## src/rtl/aes_pkg.sv

```systemverilog
// Shared AES definitions: key-schedule FSM states, AES-128 sizes and GF(2^8) helpers
// used by the key schedule and the MixColumns blocks.
package aes_pkg;

  typedef enum logic [1:0] {
    IDLE   = 2'd0,
    EXPAND = 2'd1,
    DONE   = 2'd2
  } ks_state_e;

  localparam int NUM_ROUNDS = 10;
  localparam int KEY_BITS   = 128;
  localparam int SCHED_BITS = KEY_BITS * (NUM_ROUNDS + 1);

  // Low byte of the AES field polynomial x^8 + x^4 + x^3 + x + 1
  localparam logic [7:0] GF_POLY = 8'h1b;

  function automatic logic [7:0] xtime(input logic [7:0] b);
    xtime = {b[6:0], 1'b0} ^ (b[7] ? GF_POLY : 8'h00);
  endfunction

endpackage

```

## src/rtl/key_expansion_seq_if.sv

```systemverilog
// Load/result bundle between the decryption controller and the key schedule.
interface key_expansion_seq_if;

  logic                            start;
  logic [aes_pkg::KEY_BITS-1:0]    keyIn;
  logic [aes_pkg::SCHED_BITS-1:0]  roundKeys;
  logic                            busy;
  logic                            keysValid;

  modport master (
    output start, keyIn,
    input  roundKeys, busy, keysValid
  );

  modport slave (
    input  start, keyIn,
    output roundKeys, busy, keysValid
  );

endinterface

```

## src/rtl/SubBytes_sbox.sv

```systemverilog
// Combinational AES forward S-box for one byte; shared with the encryption SubBytes stage.
module SubBytes_sbox (
    input  logic [7:0] a,
    output logic [7:0] y
);

    // Entry 0 sits in the most significant byte, so byte a starts at bit 8*(255-a) = {~a, 3'b0}
    localparam logic [2047:0] SBOX_TABLE = {
        128'h637c777bf26b6fc53001672bfed7ab76, 128'hca82c97dfa5947f0add4a2af9ca472c0,
        128'hb7fd9326363ff7cc34a5e5f171d83115, 128'h04c723c31896059a071280e2eb27b275,
        128'h09832c1a1b6e5aa0523bd6b329e32f84, 128'h53d100ed20fcb15b6acbbe394a4c58cf,
        128'hd0efaafb434d338545f9027f503c9fa8, 128'h51a3408f929d38f5bcb6da2110fff3d2,
        128'hcd0c13ec5f974417c4a77e3d645d1973, 128'h60814fdc222a908846eeb814de5e0bdb,
        128'he0323a0a4906245cc2d3ac629195e479, 128'he7c8376d8dd54ea96c56f4ea657aae08,
        128'hba78252e1ca6b4c6e8dd741f4bbd8b8a, 128'h703eb5664803f60e613557b986c11d9e,
        128'he1f8981169d98e949b1e87e9ce5528df, 128'h8ca1890dbfe6426841992d0fb054bb16
    };

    assign y = SBOX_TABLE[{~a, 3'b000} +: 8];

endmodule

```

## src/rtl/key_expansion_seq.sv

```systemverilog
// Iterative AES-128 key schedule: one round key per clock into a packed 11-slot register,
// held until the next load so the decryption key-addition stage can index any round.
module key_expansion_seq
    import aes_pkg::*;
(
    input  logic                clk,
    input  logic                rst,
    key_expansion_seq_if.slave  bus
);

    ks_state_e               state, next_state;
    logic [3:0]              rnd;
    logic [7:0]              rcon;
    logic [SCHED_BITS-1:0]   round_keys;
    logic                    load, expand;

    logic [3:0]              prev_slot;
    logic [KEY_BITS-1:0]     prev_key;
    logic [31:0]             p0, p1, p2, p3;
    logic [31:0]             rot_word, sub_word, t;
    logic [31:0]             w0, w1, w2, w3;

    // NOTE: sequential state uses non-blocking assignments so every flop samples pre-edge values.
    always_ff @(posedge clk or posedge rst) begin
        if (rst) state <= IDLE;
        else     state <= next_state;
    end

    // NOTE: every always_comb output gets a default first; a missed branch would otherwise infer a latch.
    always_comb begin
        next_state = state;
        load       = 1'b0;
        expand     = 1'b0;
        case (state)
            IDLE, DONE: begin
                if (bus.start) begin
                    load       = 1'b1;
                    next_state = EXPAND;
                end
            end
            EXPAND: begin
                expand = 1'b1;
                if (rnd == 4'(NUM_ROUNDS)) next_state = DONE;
            end
            default: next_state = IDLE;
        endcase
    end

    // rnd is 0 only outside EXPAND; clamp so the read select never leaves the schedule
    assign prev_slot = (rnd == 4'd0) ? 4'd0 : rnd - 4'd1;
    assign prev_key  = round_keys[{prev_slot, 7'b0} +: KEY_BITS];
    assign {p0, p1, p2, p3} = prev_key;
    assign rot_word  = {p3[23:0], p3[31:24]};

    for (genvar g = 0; g < 4; g++) begin : g_subword
        SubBytes_sbox u_sbox (
            .a (rot_word[8*g +: 8]),
            .y (sub_word[8*g +: 8])
        );
    end

    assign t  = sub_word ^ {rcon, 24'h0};
    assign w0 = p0 ^ t;
    assign w1 = p1 ^ w0;
    assign w2 = p2 ^ w1;
    assign w3 = p3 ^ w2;

    // NOTE: the schedule register is reset because the consumer reads it as zero out of reset.
    always_ff @(posedge clk or posedge rst) begin
        if (rst) begin
            round_keys <= '0;
            rnd        <= 4'd0;
            rcon       <= 8'h01;
        end else if (load) begin
            round_keys[KEY_BITS-1:0] <= bus.keyIn;
            rnd                      <= 4'd1;
            rcon                     <= 8'h01;
        end else if (expand) begin
            round_keys[{rnd, 7'b0} +: KEY_BITS] <= {w0, w1, w2, w3};
            if (rnd != 4'(NUM_ROUNDS)) begin
                rnd  <= rnd + 4'd1;
                rcon <= xtime(rcon);
            end
        end
    end

    assign bus.roundKeys = round_keys;
    assign bus.busy      = (state == EXPAND);
    assign bus.keysValid = (state == DONE);

endmodule

```

## src/flat_wrapper.sv

```systemverilog
// flat-port wrapper written by rule: the top's interface ports become plain ports
module key_expansion_seq_flat import aes_pkg::*;
  (clk, rst, bus_start, bus_keyIn, bus_roundKeys, bus_busy, bus_keysValid);
  key_expansion_seq_if bus_i ();
  input  logic clk;
  input  logic rst;
  input wire logic [$bits(bus_i.start)-1:0] bus_start;
  input wire logic [$bits(bus_i.keyIn)-1:0] bus_keyIn;
  output wire logic [$bits(bus_i.roundKeys)-1:0] bus_roundKeys;
  output wire logic [$bits(bus_i.busy)-1:0] bus_busy;
  output wire logic [$bits(bus_i.keysValid)-1:0] bus_keysValid;
  assign bus_i.start = bus_start;
  assign bus_i.keyIn = bus_keyIn;
  assign bus_roundKeys = bus_i.roundKeys;
  assign bus_busy = bus_i.busy;
  assign bus_keysValid = bus_i.keysValid;
  key_expansion_seq u_core (.clk(clk), .rst(rst), .bus(bus_i));
endmodule
```

## config.mk

```make
export PLATFORM = sky130hd
export DESIGN_NAME = key_expansion_seq_flat
export DESIGN_NICKNAME = d
export VERILOG_FILES = /design/src/rtl/aes_pkg.sv /design/src/rtl/key_expansion_seq_if.sv /design/src/rtl/SubBytes_sbox.sv /design/src/rtl/key_expansion_seq.sv /design/src/flat_wrapper.sv
export SDC_FILE = /design/constraint.sdc
export NUM_CORES = 2
export LEC_CHECK = 0
export BUFFER_PORTS_ARGS = -buffer_cell sky130_fd_sc_hd__buf_2
export CAP_MARGIN = 0
export CORE_AREA = 3 3 591 593
export CTS_BUF_LIST = sky130_fd_sc_hd__clkbuf_4 sky130_fd_sc_hd__clkbuf_8
export CTS_CLUSTER_DIAMETER = 120
export DETAILED_ROUTE_END_ITERATION = 10
export DIE_AREA = 0 0 594 596
export SYNTH_ARGS = -nofsm -noshare
export SYNTH_HDL_FRONTEND = slang
export SYNTH_SLANG_ARGS = --single-unit
```

## constraint.sdc

```tcl
create_clock -name clk -period 99.5 [get_ports clk]
set_input_delay 9.95 -clock clk [delete_from_list [all_inputs] [get_ports clk]]
set_output_delay 9.95 -clock clk [all_outputs]
set_load 0.1 [all_outputs]
```

==> metrics <==
warnings from Yosys=0; clock transition at the register clock pins on the worst setup and hold paths after CTS=0.05 ns; arrival time at the worst endpoint=14.83 ns; pin count of the biggest net entering global routing=about 150; Max Freq=0.07237 GHz; vias in the first global route=around 84000; final global-route overflow total=0; Clock H-tree levels=5; die outline width=594 um; vias per std cell=5.874; I/O pin count=between 1500 and 2000; average wire per standard cell=40.41 um; most common flop cell mapped by yosys=sky130_fd_sc_hd__dfrtp_1; count of clock tree sinks=1422; post-synth design cell area=79750 um^2; post-cts repair resize count=0; CP startpoint kind=input pin; height of the die=596 um; clk root buf=sky130_fd_sc_hd__clkbuf_8; Net Count, Synth=9689; async set-reset flop share out of synthesis=1.000; shortest clock period the worst path allows after layout=13.82 ns; final weighted congestion of routability-driven global placement=1.022; post-route setup TNS=0 ns; maximum fanout along the worst path=103; number of flops mapped to enable cells by yosys=0; worst hold slack across all endpoints=0.4966 ns; Detailed Routing Iterations Pass 1=7; insertion delay to the later sink of the worst-skew pair=1.11 ns; post-synth cell types=111; final setup vio count=0; die area=354000 um^2; sequential fraction of the synthesis area=0.4462; fin nets=between 10000 and 15000; post-CTS setup buffer count=0; Slew Limit Headroom=0.03616; fin. max-slew vios=0; actual slew at the worst max-slew pin=1.446 ns; number of max-capacitance violations reported=0; layout overhead on the synthesized area=24.51%; Critical Path Sink Type=asynchronous set/reset pin; effective utilization at floorplan=0.2311; CTS tree=built; remaining routing DRC violations=0; largest clock skew in the final design=0.1469 ns; deepest clock path buffer count=4; FILL cells=37158; number of routed nets with antenna violations=0; mean cell area of the mapped netlist=8.396 um^2; overall fraction of global-route tracks in use=0.3378; row count=216; number of instances in the synthesized netlist=9499; number of input and output port buffers inserted=roughly 1500; initial antenna violation count=63; worst min-delay path category=register to register; total clock buffers created by CTS=280; post-route fraction of the period consumed by the critical path=0.1389; share of final-layout standard cells stronger than drive strength 1=0.2498; DP Wirelength=459600 um; Hold Vio Cnt, Final=0; outcome=finished, final reports clean; placeable core area=~350000 um^2; Crit Path Category=input pin to asynchronous set/reset pin; number of vias after detailed routing=90880; initial DRC count=14529; wire length of the first global-routing pass=819300 um; RSZ-0062 raised after global routing=no; data required time of the worst path=between 100 and 150 ns; Hold-fix buffers, CTS=0; WL final=625100 um; #FFs+latches synth=1422
## path summary, 6_finish.rpt
kind / to / slack, ns / start / depth (start not counted)
worst max-delay path: u_core.bus.roundKeys[1080]$_DFFE_PP0P_ / 85.68 / rst / 7
worst min-delay path: u_core.bus.roundKeys[1059]$_DFFE_PP0P_ / 0.50 / u_core.bus.roundKeys[1059]$_DFFE_PP0P_ / 2
worst max register to register: u_core.bus.roundKeys[905]$_DFFE_PP0P_ / 88.78 / u_core.rnd[0]$_DFFE_PP0P_ / 24
worst min register to register: u_core.bus.roundKeys[1059]$_DFFE_PP0P_ / 0.50 / u_core.bus.roundKeys[1059]$_DFFE_PP0P_ / 2
max in group clk: bus_busy / 86.87 / u_core.state[0]$_DFFE_PP0P_ / 3
min in group asynchronous: u_core.bus.roundKeys[286]$_DFFE_PP0P_ / 9.03 / rst / 2
## kinds of logic (layout without fill, tap and decap cells)
group / Yosys count / count (layout) / share of synthesized area
AOI/OAI and AO/OA: 3498 / 3498 / 0.2751
xor gates and xnor gates: 198 / 198 / 0.02244
adders and majority gates: 59 / 59 / 0.009257
buffers and inverters: 1068 / 2436 / 0.05577
DFF: 1422 / 1422 / 0.4462
muxes: 164 / 164 / 0.02452
other: 0 / 26 / 0
and+or+nand+nor: 3090 / 3090 / 0.1667
## layout make-up
type | instances | area, um^2 | share of cell area
timing repair buffer | 1913 | 10650 | 0.1072
antenna | 26 | 65.06 | 0.0006553
clock buffer | 407 | 5201 | 0.05238
multi-input combinational | 7009 | 41160 | 0.4145
clock inverter | 68 | 710.7 | 0.007157
inverter | 48 | 197.7 | 0.001991
tap | 4578 | 5728 | 0.05769
sequential | 1422 | 35590 | 0.3584
## critical path, cell delays in order
cell	delay, ns
sky130_fd_sc_hd__buf_2	0.13
sky130_fd_sc_hd__inv_8	0.51
sky130_fd_sc_hd__buf_4	0.57
sky130_fd_sc_hd__buf_4	0.68
sky130_fd_sc_hd__buf_4	0.83
sky130_fd_sc_hd__buf_4	0.81
sky130_fd_sc_hd__buf_4	0.87
## flip-flops by register name, indices dropped and copies added (netlist names)
signal and count:
u_core.bus.roundKeys 1408, u_core.rcon 8, u_core.rnd 4, u_core.state 2
## metal layers
metal / wire (um) / vias to the layer above / GRT usage
met2: 263900 / 7229 / 0.5014
li1: - / 36780 / -
met3: 76500 / 1567 / 0.1175
met4: 52700 / 46 / 0.2319
met1: 231700 / 45258 / 0.4094
met5: 304 / - / 0.001217
## through the flow
step / setup slack, ns / instance area [um^2] / utilization / std cells
detailed placement: 84.44 / 93320 / 0.2704 / 14970
floorplan: 49.45 / 79750 / - / 9499
global placement: 84.48 / 93290 / 0.2703 / 14970
CTS: 85.60 / 99230 / 0.2875 / 15445
finish: 85.68 / 99290 / 0.2877 / 15471
global route: 85.15 / 99240 / 0.2876 / 15451
## synthesized netlist by cell type, drive strengths merged, types with 48 or more instances
| library cell | count | area (um^2) |
|---|---|---|
| nand2 | 1924 | 7232 |
| o21ai | 1632 | 8175 |
| dfrtp | 1421 | 35560 |
| clkbuf | 695 | 2609 |
| a21oi | 397 | 1987 |
| nor2 | 334 | 1256 |
| buf | 325 | 1659 |
| nand3 | 274 | 1376 |
| a22oi | 243 | 1824 |
| nor3 | 159 | 832.1 |
| o211ai | 152 | 1146 |
| a31oi | 146 | 913.4 |
| xnor2 | 134 | 1181 |
| a211oi | 126 | 975.9 |
| o22ai | 88 | 569.3 |
| or3 | 87 | 544.3 |
| a311oi | 85 | 750.7 |
| and3 | 84 | 525.5 |
| mux2i | 84 | 840.8 |
| o311ai | 83 | 744.5 |
| o221ai | 69 | 604.3 |
| o31ai | 69 | 523.0 |
| xor2 | 63 | 585.6 |
| mux2 | 61 | 686.9 |
| ha | 59 | 738.2 |
| nand2b | 56 | 350.3 |
| a221oi | 48 | 444.2 |
## placed cells by master, fill, tap and decap left out, types with 26 or more instances in the layout
cell type / n
sky130_fd_sc_hd__diode_2: 26
sky130_fd_sc_hd__o211ai_1: 151
sky130_fd_sc_hd__xnor2_2: 48
sky130_fd_sc_hd__a221oi_1: 44
sky130_fd_sc_hd__xor2_1: 42
sky130_fd_sc_hd__xnor2_1: 83
sky130_fd_sc_hd__o22ai_1: 83
sky130_fd_sc_hd__and3_1: 83
sky130_fd_sc_hd__inv_1: 35
sky130_fd_sc_hd__clkbuf_8: 343
sky130_fd_sc_hd__dfrtp_1: 1419
sky130_fd_sc_hd__buf_2: 1540
sky130_fd_sc_hd__a31oi_1: 143
sky130_fd_sc_hd__buf_4: 362
sky130_fd_sc_hd__a22o_1: 43
sky130_fd_sc_hd__nor4_1: 35
sky130_fd_sc_hd__or3_1: 85
sky130_fd_sc_hd__o311ai_0: 69
sky130_fd_sc_hd__nand2b_1: 55
sky130_fd_sc_hd__o31ai_1: 67
sky130_fd_sc_hd__o21ai_1: 31
sky130_fd_sc_hd__ha_1: 57
sky130_fd_sc_hd__a21oi_1: 390
sky130_fd_sc_hd__nor2_1: 312
sky130_fd_sc_hd__nand3_1: 267
sky130_fd_sc_hd__a211oi_1: 121
sky130_fd_sc_hd__o221ai_1: 69
sky130_fd_sc_hd__clkinv_2: 30
sky130_fd_sc_hd__nor3_1: 148
sky130_fd_sc_hd__a22oi_1: 243
sky130_fd_sc_hd__o21ai_0: 1598
sky130_fd_sc_hd__mux2_2: 59
sky130_fd_sc_hd__a311oi_1: 84
sky130_fd_sc_hd__o2111ai_1: 28
sky130_fd_sc_hd__clkbuf_4: 64
sky130_fd_sc_hd__mux2i_1: 79
sky130_fd_sc_hd__nand2_1: 1908
sky130_fd_sc_hd__nand4_1: 27
sky130_fd_sc_hd__a2111oi_0: 27
Power is not shown: default switching activity piles up to over one toggle a cycle in this logic, so the estimate is an artifact.
